## config.mk

```make
export PLATFORM = sky130hd
export DESIGN_NAME = dram_word_bridge
export DESIGN_NICKNAME = d
export VERILOG_FILES = /design/src/rtl/dram_bridge_pkg.sv /design/src/rtl/dram_bridge_rd_collect.sv /design/src/rtl/dram_word_bridge.sv
export SDC_FILE = /design/constraint.sdc
export NUM_CORES = 1
export LEC_CHECK = 0
export ABC_AREA = 0
export CORE_ASPECT_RATIO = 0.6
export CORE_UTILIZATION = 52
export DETAILED_ROUTE_END_ITERATION = 8
export PLACE_DENSITY = 0.93
export REMOVE_ABC_BUFFERS = 1
export SETUP_SLACK_MARGIN = 0.3
export SLEW_MARGIN = 20
export SYNTH_ARGS = -nofsm -noshare
export SYNTH_HDL_FRONTEND = slang
export SYNTH_SLANG_ARGS = --single-unit
```

## constraint.sdc

```tcl
create_clock -name clk -period 4.36 [get_ports clk]
set_input_delay 0.654 -clock clk [delete_from_list [all_inputs] [get_ports clk]]
set_output_delay 0.654 -clock clk [all_outputs]
set_load 0.01 [all_outputs]
```

## src/rtl/dram_bridge_pkg.sv

```systemverilog
// rtl/dram_bridge_pkg.sv - shared types and constants for the DRAM word bridge
package dram_bridge_pkg;

  localparam int SDRAM_DW = 16;

  localparam logic HALF_LO = 1'b0;
  localparam logic HALF_HI = 1'b1;

  typedef enum logic [2:0] {
    IDLE    = 3'd0,
    RD_LO   = 3'd1,
    RD_HI   = 3'd2,
    RD_WAIT = 3'd3,
    WR_LO   = 3'd4,
    WR_HI   = 3'd5,
    ACK     = 3'd6
  } state_t;

endpackage

```

## src/rtl/dram_bridge_rd_collect.sv

```systemverilog
// rtl/dram_bridge_rd_collect.sv - gathers the two halfword read responses into one word
module dram_bridge_rd_collect
  import dram_bridge_pkg::*;
(
  input  logic                  clk,
  input  logic                  sync_reset,
  input  logic                  clear,
  input  logic                  enable,
  input  logic                  rdata_valid,
  input  logic [SDRAM_DW-1:0]   rdata,
  output logic                  done,
  output logic [2*SDRAM_DW-1:0] word
);

  logic                have_lo;
  logic [SDRAM_DW-1:0] lo;

  always_ff @(posedge clk) begin
    if (sync_reset || clear) begin
      have_lo <= 1'b0;
      lo      <= '0;
    end else if (enable && rdata_valid) begin
      if (!have_lo) begin
        lo      <= rdata;
        have_lo <= 1'b1;
      end else begin
        have_lo <= 1'b0;
      end
    end
  end

  // Responses return in command order, so the second one is always the high half.
  assign done = enable & rdata_valid & have_lo;
  assign word = {rdata, lo};

endmodule

```

## src/rtl/dram_word_bridge.sv

```systemverilog
// rtl/dram_word_bridge.sv - 32-bit word requests to 16-bit SDRAM command/response bridge
// Optional write posting with a one-entry request queue: DRAM_BRIDGE_WRITE_POST_EN
module dram_word_bridge
  import dram_bridge_pkg::*;
#(
  parameter int MEM_ADDR_BITS = 24,
  parameter int XLEN          = 32
) (
  input  logic                     clk,
  input  logic                     sync_reset,
  input  logic [MEM_ADDR_BITS-1:0] dram_mem_addr,
  input  logic                     dram_mem_read_en,
  input  logic                     dram_mem_write_en,
  input  logic [XLEN/8-1:0]        dram_mem_byte_enable,
  input  logic [XLEN-1:0]          dram_mem_write_data,
  output logic                     dram_ack,
  output logic [XLEN-1:0]          dram_mem_read_data,
  output logic [MEM_ADDR_BITS:0]   sdram_addr,
  output logic                     sdram_rd,
  output logic                     sdram_wr,
  output logic [1:0]               sdram_be,
  output logic [SDRAM_DW-1:0]      sdram_wdata,
  input  logic                     sdram_waitrequest,
  input  logic [SDRAM_DW-1:0]      sdram_rdata,
  input  logic                     sdram_rdata_valid,
  output logic                     busy,
  output logic                     overrun
);

  localparam int BEW = XLEN / 8;

`ifdef DRAM_BRIDGE_WRITE_POST_EN
  localparam bit WRITE_POST = 1'b1;
`else
  localparam bit WRITE_POST = 1'b0;
`endif

  state_t state, state_n;

  logic [MEM_ADDR_BITS-1:0] addr_q;
  logic [BEW-1:0]           be_q;
  logic [XLEN-1:0]          data_q;

  logic                     req_valid;
  logic                     req_write;
  logic [MEM_ADDR_BITS-1:0] req_addr;
  logic [BEW-1:0]           req_be;
  logic [XLEN-1:0]          req_data;
  logic                     start;
  logic                     overrun_set;

  logic [MEM_ADDR_BITS-1:0] cap_addr;
  logic [BEW-1:0]           cap_be;
  logic [XLEN-1:0]          cap_data;

  logic                     ack_n;
  logic                     rd_n;
  logic                     wr_n;
  logic [MEM_ADDR_BITS:0]   addr_n;
  logic [1:0]               be_n;
  logic [SDRAM_DW-1:0]      wdata_n;

  logic                     col_done;
  logic [XLEN-1:0]          col_word;
  logic                     accept;
  logic                     q_busy;

  assign accept = !sdram_waitrequest;

`ifdef DRAM_BRIDGE_WRITE_POST_EN
  logic                     q_valid;
  logic                     q_write;
  logic [MEM_ADDR_BITS-1:0] q_addr;
  logic [BEW-1:0]           q_be;
  logic [XLEN-1:0]          q_data;
  logic                     enq;

  always_ff @(posedge clk) begin
    if (sync_reset) begin
      q_valid <= 1'b0;
      q_write <= 1'b0;
      q_addr  <= '0;
      q_be    <= '0;
      q_data  <= '0;
    end else if (state == IDLE && q_valid) begin
      q_valid <= 1'b0;
    end else if (enq) begin
      q_valid <= 1'b1;
      q_write <= dram_mem_write_en;
      q_addr  <= dram_mem_addr;
      q_be    <= dram_mem_byte_enable;
      q_data  <= dram_mem_write_data;
    end
  end

  assign q_busy = q_valid;
`else
  assign q_busy = 1'b0;
`endif

  // Request source: the queued entry takes priority over a fresh strobe.
  always_comb begin
    req_valid   = dram_mem_read_en | dram_mem_write_en;
    req_write   = dram_mem_write_en;
    req_addr    = dram_mem_addr;
    req_be      = dram_mem_byte_enable;
    req_data    = dram_mem_write_data;
    overrun_set = dram_mem_read_en & dram_mem_write_en;
`ifdef DRAM_BRIDGE_WRITE_POST_EN
    enq = 1'b0;
    if (q_valid) begin
      req_valid = 1'b1;
      req_write = q_write;
      req_addr  = q_addr;
      req_be    = q_be;
      req_data  = q_data;
      if (dram_mem_read_en || dram_mem_write_en) overrun_set = 1'b1;
    end else if (state != IDLE && (dram_mem_read_en || dram_mem_write_en)) begin
      enq = 1'b1;
    end
`else
    if (state != IDLE && (dram_mem_read_en || dram_mem_write_en)) overrun_set = 1'b1;
`endif
    start = (state == IDLE) && req_valid;
  end

  always_ff @(posedge clk) begin
    if (sync_reset) begin
      state  <= IDLE;
      addr_q <= '0;
      be_q   <= '0;
      data_q <= '0;
    end else begin
      state <= state_n;
      if (start) begin
        addr_q <= req_addr;
        be_q   <= req_be;
        data_q <= req_data;
      end
    end
  end

  always_comb begin
    state_n = state;
    unique case (state)
      IDLE: begin
        if (start) begin
          if (!req_write)              state_n = RD_LO;
          else if (req_be == '0)       state_n = ACK;
          else if (req_be[1:0] != 2'b00) state_n = WR_LO;
          else                         state_n = WR_HI;
        end
      end
      RD_LO:   if (accept) state_n = RD_HI;
      RD_HI:   if (accept) state_n = RD_WAIT;
      RD_WAIT: if (col_done) state_n = ACK;
      WR_LO: begin
        if (accept) begin
          if (be_q[3:2] != 2'b00) state_n = WR_HI;
          else                    state_n = WRITE_POST ? IDLE : ACK;
        end
      end
      WR_HI:   if (accept) state_n = WRITE_POST ? IDLE : ACK;
      ACK:     state_n = IDLE;
      default: state_n = IDLE;
    endcase
  end

  // Outputs are registered from the next state so each command appears the cycle after its decision.
  always_comb begin
    cap_addr = start ? req_addr : addr_q;
    cap_be   = start ? req_be   : be_q;
    cap_data = start ? req_data : data_q;

    ack_n   = (state_n == ACK) ||
              (WRITE_POST && start && req_write && (req_be != '0));
    rd_n    = (state_n == RD_LO) || (state_n == RD_HI);
    wr_n    = (state_n == WR_LO) || (state_n == WR_HI);
    addr_n  = sdram_addr;
    be_n    = 2'b00;
    wdata_n = sdram_wdata;
    unique case (state_n)
      RD_LO: begin
        addr_n = {cap_addr, HALF_LO};
        be_n   = 2'b11;
      end
      RD_HI: begin
        addr_n = {cap_addr, HALF_HI};
        be_n   = 2'b11;
      end
      WR_LO: begin
        addr_n  = {cap_addr, HALF_LO};
        be_n    = cap_be[1:0];
        wdata_n = cap_data[SDRAM_DW-1:0];
      end
      WR_HI: begin
        addr_n  = {cap_addr, HALF_HI};
        be_n    = cap_be[3:2];
        wdata_n = cap_data[2*SDRAM_DW-1:SDRAM_DW];
      end
      default: begin
        be_n = 2'b00;
      end
    endcase
  end

  always_ff @(posedge clk) begin
    if (sync_reset) begin
      dram_ack           <= 1'b0;
      sdram_rd           <= 1'b0;
      sdram_wr           <= 1'b0;
      sdram_addr         <= '0;
      sdram_be           <= 2'b00;
      sdram_wdata        <= '0;
      dram_mem_read_data <= '0;
      overrun            <= 1'b0;
    end else begin
      dram_ack    <= ack_n;
      sdram_rd    <= rd_n;
      sdram_wr    <= wr_n;
      sdram_addr  <= addr_n;
      sdram_be    <= be_n;
      sdram_wdata <= wdata_n;
      if (col_done)    dram_mem_read_data <= col_word;
      if (overrun_set) overrun            <= 1'b1;
    end
  end

  assign busy = (state != IDLE) | q_busy;

  dram_bridge_rd_collect u_rd_collect (
    .clk         (clk),
    .sync_reset  (sync_reset),
    .clear       (start),
    .enable      ((state == RD_HI) || (state == RD_WAIT)),
    .rdata_valid (sdram_rdata_valid),
    .rdata       (sdram_rdata),
    .done        (col_done),
    .word        (col_word)
  );

endmodule

```

==> results of run 1 <==
-- power groups by stage --
stage	combinational, W	clock [W]	sequential (W)
3_3_place_gp	0.000901	0	0.00172
6_report	0.000939	0.00137	0.00170
2_1_floorplan	0.000506	0	0.00174
4_1_cts	0.000940	0.00139	0.00170
3_5_place_dp	0.000935	0	0.00172
5_1_grt	0.00101	0.00147	0.00171
-- worst max path at each step --
| stage | to | slack [ns] | depth (start not counted) | start |
|---|---|---|---|---|
| CTS | sdram_addr[1] | 1.10 | 7 | dram_mem_byte_enable[0] |
| global route | sdram_addr[1] | 0.94 | 7 | dram_mem_byte_enable[0] |
| global placement | sdram_addr[1] | 0.78 | 7 | dram_mem_byte_enable[0] |
| detailed placement | sdram_addr[3] | 0.66 | 7 | dram_mem_byte_enable[0] |
| floorplan | sdram_addr[10] | -0.99 | 5 | dram_mem_read_en |
| finish | sdram_addr[1] | 1.03 | 7 | dram_mem_byte_enable[0] |
-- metrics by stage --
| stage | setup slack [ns] | cells | instance area, sq um | util [%] |
|---|---|---|---|---|
| after floorplan | -0.993 | 630 | 5770 | - |
| after global placement | 0.785 | 937 | 7610 | 69.9 |
| after detailed placement | 0.664 | 937 | 7610 | 69.9 |
| after CTS | 1.10 | 968 | 8160 | 75.0 |
| after global routing | 0.944 | 968 | 8170 | 75.1 |
| final | 1.03 | 968 | 8170 | 75.1 |
-- state kept, by name, summed over array words and instances (netlist names), 2 cells and up --
name                flops
addr_q                 24
be_q                    4
data_q                 32
dram_mem_read_data     32
sdram_wdata            16
state                   3
u_rd_collect.lo        16
sdram_addr             25
sdram_be                2
-- critical path: stages --
cell	delay, ns
clkdlybuf4s50_1	0.45
nor4_1	0.56
a21oi_1	0.18
o22ai_1	0.43
a21oi_4	0.07
a21oi_4	0.85
mux2_2	0.42
-- routing by layer --
layer	vias to the layer above	share of wire, %	track usage [%]	wire length, um
met1	2470	44	32.8	6660
met4	0	1.7	8.89	267
met3	33	7.5	7.90	1150
met2	214	47	43.4	7180
li1	2513	-	-	-
met5	-	0	0	0
-- synth_stat cells, types with 4 or more instances --
| cell | count |
|---|---|
| nand2_1 | 201 |
| dfxtp_1 | 159 |
| a21oi_1 | 100 |
| clkbuf_1 | 35 |
| nor2_1 | 28 |
| nor2b_1 | 27 |
| mux2i_1 | 23 |
| mux2_4 | 20 |
| o21ai_0 | 16 |
| nand3b_1 | 13 |
| buf_2 | 6 |
| buf_1 | 4 |
| mux2_2 | 4 |
| nor3_1 | 4 |
-- layout make-up --
type | count | area share [%]
Sequential cell | 159 | 39.0
Multi-Input combinational cell | 469 | 31.7
Timing Repair Buffer | 168 | 20.3
Clock buffer | 21 | 5.64
Tap cell | 139 | 2.13
Clock inverter | 10 | 1.10
Inverter | 2 | 0.0919
-- cell families (layout without fill, tap and decap cells) --
kind of cell | count (synthesis) | after routing | share of synthesized area [%]
adder cells (fa/ha/maj) | 1 | 1 | 0.167
flip-flops | 159 | 159 | 53.1
AND/OR/NAND/NOR | 285 | 285 | 20.7
multiplexers | 47 | 47 | 9.60
XOR/XNOR | 1 | 1 | 0.146
buffers and inverters | 52 | 201 | 3.88
AO/OA/AOI/OAI | 135 | 135 | 12.5
==> impl_metrics.csv, run 1 <==
group,metric,value,unit
floorplan,boundaryPins,162,
worst_setup_path,cp.required,4.66,ns
power_and_ir_drop,clockPowerShare,34.3,%
placed_design,port_buffers,161,
cells_and_area,fillerInstances,730,
global_routing,first_global_vias,5181,
outcome,status,"complete, no violations",
timing,whs,0.453,ns
logic_synthesis,ys_ff_latch,159,
timing,tightest_slew,1.11,ns
logic_synthesis,synth_area_leaders,"dfxtp_1 53%, nand2_1 13%, a21oi_1 8.3%",
floorplan,fp.dieW,141,um
cells_and_area,final_layout_size_suffix_gt1_share,8.44,%
logic_synthesis,yosysSeqAreaShare,53.1,%
timing,drv_slew,0,
power_and_ir_drop,comb_power_share,23.4,%
detailed_routing,firstDrtPassIters,5,
cts,cts_setup_buffers,0,
global_routing,track_usage,26.2,%
detailed_routing,totalWireLength,15.3,mm
detailed_routing,drt-initial-drc-count,343,
cts,cts_hold_buf,0,
worst_hold_path,min-delay-start,"dram_mem_read_data[25]",
floorplan,initial_core_util,55.1,%
global_routing,grt_pass1_wl,24.7,mm
floorplan,core,0.0109,sq mm
power_and_ir_drop,ir_drop,0.368,mV
cts,clock_sinks,159,
cells_and_area,layout_common_cells,"201 x nand2_1, 160 x clkdlybuf4s50_1, 159 x dfxtp_1",
worst_hold_path,holdPathEnd,"dram_mem_read_data[25]",
logic_synthesis,synth_cells,680,
cells_and_area,area_growth,36.3,%
floorplan,die_h,85.2,um
placed_design,gp_congestion,0.897,
detailed_routing,avgRoutedWirePerCell,15.8,um
cells_and_area,n_antenna_cell,0,
timing,skew,0.00616,ns
worst_setup_path,path_class,"in -> reg",
power_and_ir_drop,switchingPower,0.00113,W
detailed_routing,viasPerCell,5.40,
cts,h-tree-depth,4,
logic_synthesis,yosysUniqueCellTypes,38,
logic_synthesis,synth.avg_cell_area,8.82,sq um
cells_and_area,layout.nets,899,
flow_run,maxCapViolations,0,
cts,cts_tree,"built",
power_and_ir_drop,switching_share,28.2,%
floorplan,fp-row-count,29,
detailed_routing,drc,0,
power_and_ir_drop,p_int,0.00288,W
power_and_ir_drop,powerDensity,491,mW/mm^2
logic_synthesis,ys.flop_type,"dfxtp_1",
timing,grt_setup_unrepaired,"no",
cts,numCtsBuffers,17,
timing,slew_headroom,25.6,%
detailed_routing,ant_nets,0,
worst_setup_path,crit_arrival,3.63,ns
worst_hold_path,holdPathStages,2,
cts,clk_pin_slew,0.06,ns
placed_design,place_hpwl,10.4,mm
logic_synthesis,synth_top_cell_area_share,53.1,%
timing,finalHoldViolCount,0,
logic_synthesis,synth_edf_count,0,
timing,finalSetupViolCount,0,
detailed_routing,vias,5230,
power_and_ir_drop,p_leak,3.06,nW
cells_and_area,final_common_cell,"nand2_1",
global_routing,grt-ovfl-total,0,
worst_setup_path,reg2reg_setup_slack,1.40,ns
worst_setup_path,cp_max_fo,24,
worst_setup_path,end_kind,"flop",
cells_and_area,regArea,0.00318,sq mm
logic_synthesis,post-synth-top-area-cell,"dfxtp_1",
worst_setup_path,rr_worst_depth,6,
global_routing,antenna_found_initial,0,
logic_synthesis,ys_async_sr_fraction,0,%
logic_synthesis,yosysWarnings,0,
worst_setup_path,rr_endpoint,"sdram_addr[1]",
timing,period_minus_slack,3.33,ns
cts,clockBufferDepth,2,
power_and_ir_drop,p_seq_share,42.3,%
worst_setup_path,cp-start-kind,"input port",
worst_setup_path,rr_startpoint,"state[0]",
logic_synthesis,synth.cell_area,0.00600,sq mm
cts,clock-root-buffer,"clkbuf_16",
cts,cts-resized-gates,0,
timing,period_share,76.4,%
timing,fmaxAchievable,0.300,GHz
worst_hold_path,hold_class,"reg -> reg",
timing,fin_setup_tns,0,ns
cts,insertion_delay,0.41,ns
cells_and_area,multi_input_area,0.00259,sq mm
floorplan,die_area,0.0120,sq mm
power_and_ir_drop,p_total,0.00401,W
global_routing,grt_max_degree,61,
Power figures use the tool's default switching activity.
==> run 2, diff against run 1 <==
Settings changed: CORE_UTILIZATION 52 to 48, PLACE_DENSITY 0.93 to 0.88.
Clock period 4.36 ns to 3.45 ns, I/O delays scaled along.
==> run 2 against run 1 <==
Largest cell class unchanged. Sequential power is 25% higher. Register-to-register slack worse by 0.58 ns. Global-route usage is 3.7 points lower. Core utilization is 6.0 points lower. Combinational power is 30% higher. Flip-flop and latch count stayed put.
==> impl_metrics.csv, run 2 (synthesis gave the netlist of run 1 again) <==
group,metric,value,unit
placed_design,dp_slack,0.367,ns
power_and_ir_drop,powerDensity,643,mW/mm^2
power_and_ir_drop,p_leak,3.15,nW
worst_setup_path,rr_startpoint,"state[2]",
cells_and_area,utilization,69.1,%
cells_and_area,final_common_cell,"nand2_1",
global_routing,grt_max_degree,68,
power_and_ir_drop,ir_drop,0.444,mV
worst_setup_path,crit_chain,"clkdlybuf4s50_1, nor2_1, nor2_8, a222oi_1, buf_4, buf_4, nor3_1, a221oi_1, nor2_1",
cells_and_area,layout.nets,904,
worst_hold_path,hold_class,"reg -> reg",
timing,grt_setup_unrepaired,"no",
detailed_routing,firstDrtPassIters,5,
timing,whs,0.448,ns
power_and_ir_drop,p_seq_share,39.7,%
detailed_routing,totalWireLength,14.4,mm
cts,clock_sinks,159,
timing,setup_slack,0.716,ns
global_routing,grt_pass1_wl,23.1,mm
detailed_routing,drt-initial-drc-count,295,
cts,cts-resized-gates,0,
timing,finalSetupViolCount,0,
worst_hold_path,holdPathStages,2,
cells_and_area,area_growth,39.5,%
worst_setup_path,rr_worst_depth,8,
placed_design,gp_congestion,0.802,
worst_setup_path,cp-start-kind,"input port",
timing,skew,0.0109,ns
floorplan,fp.dieW,146,um
worst_setup_path,path_class,"in -> reg",
power_and_ir_drop,switching_share,26.9,%
floorplan,die_area,0.0130,sq mm
cts,cts_hold_buf,0,
timing,finalHoldViolCount,0,
worst_setup_path,crit_arrival,3.03,ns
cells_and_area,n_antenna_cell,0,
cts,h-tree-depth,4,
timing,fmaxAchievable,0.366,GHz
worst_setup_path,cp_max_fo,15,
detailed_routing,ant_nets,0,
placed_design,port_buffers,161,
cells_and_area,stdcell_count,999,
cts,insertion_delay,0.41,ns
placed_design,place_hpwl,9.59,mm
worst_setup_path,critical_path.slowest_cell,"a222oi_1",
timing,fin_setup_tns,0,ns
worst_setup_path,cp.required,3.74,ns
worst_setup_path,reg2reg_setup_slack,0.82,ns
cts,numCtsBuffers,17,
cts,cts_tree,"built",
power_and_ir_drop,p_int,0.00393,W
cts,clk_pin_slew,0.07,ns
worst_setup_path,end_kind,"flop",
cells_and_area,final_layout_size_suffix_gt1_share,8.99,%
detailed_routing,vias,5040,
floorplan,fp-row-count,31,
detailed_routing,viasPerCell,5.05,
worst_setup_path,slowest_delay,0.60,ns
worst_hold_path,min-delay-start,"u_rd_collect.lo[14]",
floorplan,core,0.0121,sq mm
power_and_ir_drop,clockPowerShare,37.5,%
power_and_ir_drop,switchingPower,0.00145,W
cts,clock-root-buffer,"clkbuf_16",
timing,tightest_slew,0.734,ns
placed_design,dpl.cell_count,968,
timing,slew_headroom,51.1,%
detailed_routing,avgRoutedWirePerCell,14.4,um
outcome,status,"complete, no violations",
timing,drv_slew,0,
global_routing,first_global_vias,4677,
cells_and_area,top_regs,"data_q (32), dram_mem_read_data (32), sdram_addr (25)",
global_routing,antenna_found_initial,0,
timing,period_minus_slack,2.73,ns
global_routing,grt-ovfl-total,0,
cts,clockBufferDepth,2,
power_and_ir_drop,comb_power_share,22.8,%
global_routing,track_usage,22.5,%
cells_and_area,layout_common_cells,"201 x nand2_1, 160 x clkdlybuf4s50_1, 159 x dfxtp_1",
worst_setup_path,rr_endpoint,"sdram_wdata[14]",
detailed_routing,drc,0,
flow_run,maxCapViolations,0,
floorplan,initial_core_util,49.5,%
floorplan,boundaryPins,162,
timing,period_share,79.3,%
floorplan,die_h,88.6,um
worst_hold_path,holdPathEnd,"dram_mem_read_data[14]",
cts,cts_setup_buffers,0,
## run 2: changes by cell type in the layout (fill, tap and decap cells not counted), moves of 2 or more
cell	before	now
clkinvlp_4	3	1
bufinv_16	1	5
clkbuf_1	2	0
clkbuf_8	2	0
buf_4	8	10
buf_12	0	3
clkinv_4	2	4
## run 2: worst max-delay path: cells and delay by family
kind / cells / cell delay (ns)
buffers and inverters: 3 / 1.08
AOI/OAI and AO/OA: 2 / 0.86
and+or+nand+nor: 4 / 0.56
## run 2: worst max path at each step
stage / from / end / slack [ns] / depth (start not counted)
2_1_floorplan: dram_mem_read_en / sdram_addr[10] / -1.77 / 5
3_3_place_gp: dram_mem_write_en / sdram_addr[16] / 0.46 / 8
3_5_place_dp: dram_mem_write_en / sdram_wdata[14] / 0.37 / 9
4_1_cts: dram_mem_write_en / sdram_wdata[14] / 0.75 / 9
5_1_grt: dram_mem_write_en / sdram_wdata[14] / 0.58 / 9
6_report: dram_mem_write_en / sdram_wdata[14] / 0.72 / 9
## run 2: layout make-up
cell class / instances / area, sq um
clock inverter: 14 / 216
tap: 165 / 206
fill: 965 / 3740
sequential: 159 / 3180
multi-input combinational: 469 / 2590
clock buffer: 17 / 425
inverter: 2 / 7.51
timing repair buffer: 173 / 1740
## run 2: power by group through the flow
stage	clock (W)	sequential (W)	combinational, W
floorplan	0	0.00220	0.000639
global route	0.00214	0.00215	0.00132
global placement	0	0.00217	0.00120
CTS	0.00205	0.00213	0.00123
finish	0.00202	0.00213	0.00122
detailed placement	0	0.00217	0.00122
## run 2: metrics by stage
step / total power, W / area, sq um
6_report: 0.00537 / 8360
3_3_place_gp: 0.00337 / 7720
5_1_grt: 0.00562 / 8360
4_1_cts: 0.00542 / 8360
2_1_floorplan: 0.00284 / 5770
3_5_place_dp: 0.00339 / 7720
## run 2: per-layer routing
| metal | vias to the layer above | part of all wire (%) | GRT usage [%] |
|---|---|---|---|
| met5 | - | 0 | 0 |
| met4 | 0 | 0.33 | 5.02 |
| met3 | 9 | 7.5 | 7.37 |
| met2 | 146 | 43 | 33.9 |
| met1 | 2365 | 49 | 31.5 |
| li1 | 2520 | - | - |
==> run 3, diff against run 2 <==
Settings changed: CORE_UTILIZATION 48 to 43, PLACE_DENSITY 0.88 to 0.83.
Clock period 3.45 ns to 2.42 ns, I/O delays scaled along.
==> run 3 against run 2 <==
Clock-buffer cell count is 3 higher. Register-to-register slack worse by 0.60 ns. Critical path depth is 1 higher. First-iteration DRC count is 0.34% lower. Sequential power is 43% higher. Flip-flop and latch count stayed put. Highest routed layer unchanged. Core utilization is 1.6 points lower. Power is 51% higher. Worst setup slack worse by 0.50 ns.
==> impl_metrics.csv, run 3 (synthesis gave the netlist of run 1 again) <==
group,metric,value,unit
timing,slew_headroom,58.9,%
timing,period_share,91.0,%
floorplan,die_h,93.5,um
global_routing,use_met3,6.07,%
floorplan,die_area,0.0144,sq mm
cells_and_area,layout_common_cells,"201 x nand2_1, 158 x dfxtp_1, 156 x clkdlybuf4s50_1",
placed_design,place_hpwl,10.1,mm
timing,finalSetupViolCount,0,
global_routing,track_usage,22.8,%
cells_and_area,top_regs,"data_q (32), dram_mem_read_data (32), sdram_addr (25)",
floorplan,boundaryPins,162,
placed_design,dp_slack,-0.319,ns
cts,numCtsBuffers,17,
worst_setup_path,slowest_delay,0.46,ns
global_routing,grt-busiest-layer,"met2",
cts,clock_sinks,159,
cells_and_area,layout.nets,937,
cells_and_area,fillerInstances,1040,
worst_setup_path,cp.buffers_inverters,4,
floorplan,core,0.0132,sq mm
worst_setup_path,cp.required,2.72,ns
placed_design,placed_area,0.00794,sq mm
global_routing,antenna_found_initial,0,
cts,h-tree-depth,4,
timing,period_minus_slack,2.20,ns
power_and_ir_drop,p_total,0.00811,W
cts,cts_tree,"built",
detailed_routing,viasPerCell,4.96,
worst_setup_path,crit_chain,"buf_6, nor2b_1, a31oi_1, a222oi_1, buf_4, a21oi_4, a21oi_4, buf_6, buf_16, mux2_4",
timing,skew,0.0122,ns
cells_and_area,n_antenna_cell,0,
detailed_routing,drc,0,
cts,clk_pin_slew,0.06,ns
worst_setup_path,crit_arrival,2.50,ns
power_and_ir_drop,powerDensity,910,mW/mm^2
cells_and_area,design_area,0.00891,sq mm
global_routing,grt-ovfl-total,0,
worst_setup_path,critPathTopFamily,"compound AO/OA/AOI/OAI gates",
timing,tightest_slew,0.617,ns
flow_run,maxCapViolations,0,
cts,insertion_delay,0.42,ns
global_routing,gr-usage-met1,29.6,%
timing,finalHoldViolCount,0,
placed_design,gp_congestion,0.801,
detailed_routing,totalWireLength,16.0,mm
cells_and_area,final_common_cell,"nand2_1",
global_routing,first_global_vias,5194,
timing,fmaxAchievable,0.454,GHz
cts,clock-root-buffer,"clkbuf_16",
cts,clockBufferDepth,2,
floorplan,fp-row-count,32,
detailed_routing,firstDrtPassIters,5,
detailed_routing,drt-initial-drc-count,294,
power_and_ir_drop,p_leak,3.40,nW
placed_design,dpl.cell_count,995,
worst_setup_path,end_kind,"flop",
timing,setup_slack,0.217,ns
cells_and_area,stdcell_count,1038,
detailed_routing,vias,5151,
placed_design,port_buffers,161,
outcome,status,"complete, no violations",
global_routing,met2_usage,37.1,%
worst_setup_path,cp_max_fo,7,
worst_setup_path,cp-start-kind,"flop",
floorplan,fp.dieW,154,um
global_routing,grt_max_degree,53,
detailed_routing,ant_nets,0,
worst_setup_path,critical_path.slowest_cell,"a222oi_1",
worst_setup_path,path_class,"reg -> reg",
timing,grt_setup_unrepaired,"yes",
power_and_ir_drop,ir_drop,0.487,mV
worst_hold_path,hold_class,"in -> reg",
global_routing,grt_pass1_wl,25.8,mm
timing,drv_slew,0,
detailed_routing,avgRoutedWirePerCell,15.4,um
cells_and_area,final_layout_size_suffix_gt1_share,14.6,%
floorplan,initial_core_util,45.4,%
cells_and_area,area_growth,48.7,%
-- run 3: cell count changes in the layout (fill, tap and decap cells not counted), sizes merged --
cell / delta
bufinv: -2
clkbuf: +4
dlygate4sd2: +4
clkinvlp: +2
buf: +32
inv: +2
clkdlybuf4s50: -4
clkinv: -4
-- run 3: final cells by class --
| class | count | area, sq um | share of cell area, % |
|---|---|---|---|
| repair buffers | 206 | 2160 | 24.3 |
| clock inverters | 12 | 158 | 1.77 |
| flip-flops and latches | 159 | 3180 | 35.7 |
| clock buffers | 20 | 457 | 5.12 |
| multi-input cells | 469 | 2730 | 30.6 |
| well taps | 170 | 213 | 2.39 |
| inverters | 2 | 10.0 | 0.112 |
-- run 3: metal layers --
metal	part of all wire, %	vias to the layer above
met5	0	-
met4	0.66	0
met3	6.2	12
met2	45	138
met1	48	2401
li1	-	2600
-- run 3: timing repair --
action / CTS / global route
gates cloned: 3 / 1
buffers inserted: 7 / 0
setup endpoints to repair: 38 / 44
gates resized for setup: 38 / 22
hold buffers: 0 / 0
pin swaps: 10 / 9
-- run 3: power breakdown --
group	leakage, nW	switching, W	internal (W)
logic	1.81	0.00107	0.00123
clock network	0.293	0.00109	0.00169
registers	1.30	0.000134	0.00291
-- run 3: final timing paths --
check                                end                from  depth (start not counted)  slack (ns)
hold reg to reg    dram_mem_read_data[6]  u_rd_collect.lo[6]                          2        0.45
hold / removal    dram_mem_read_data[17]          sync_reset                          2        0.43
setup / recovery          sdram_addr[10]            state[0]                         10        0.22
setup reg to reg          sdram_addr[10]            state[0]                         10        0.22
-- run 3: per-stage QoR --
step | utilization, % | setup TNS, ns | hold WS, ns
floorplan | - | -111.61 | 0.426
global placement | 60.1 | -7.44 | 0.439
detailed placement | 60.1 | -7.67 | 0.443
CTS | 66.8 | 0 | 0.414
global route | 67.5 | 0 | 0.468
finish | 67.5 | 0 | 0.426
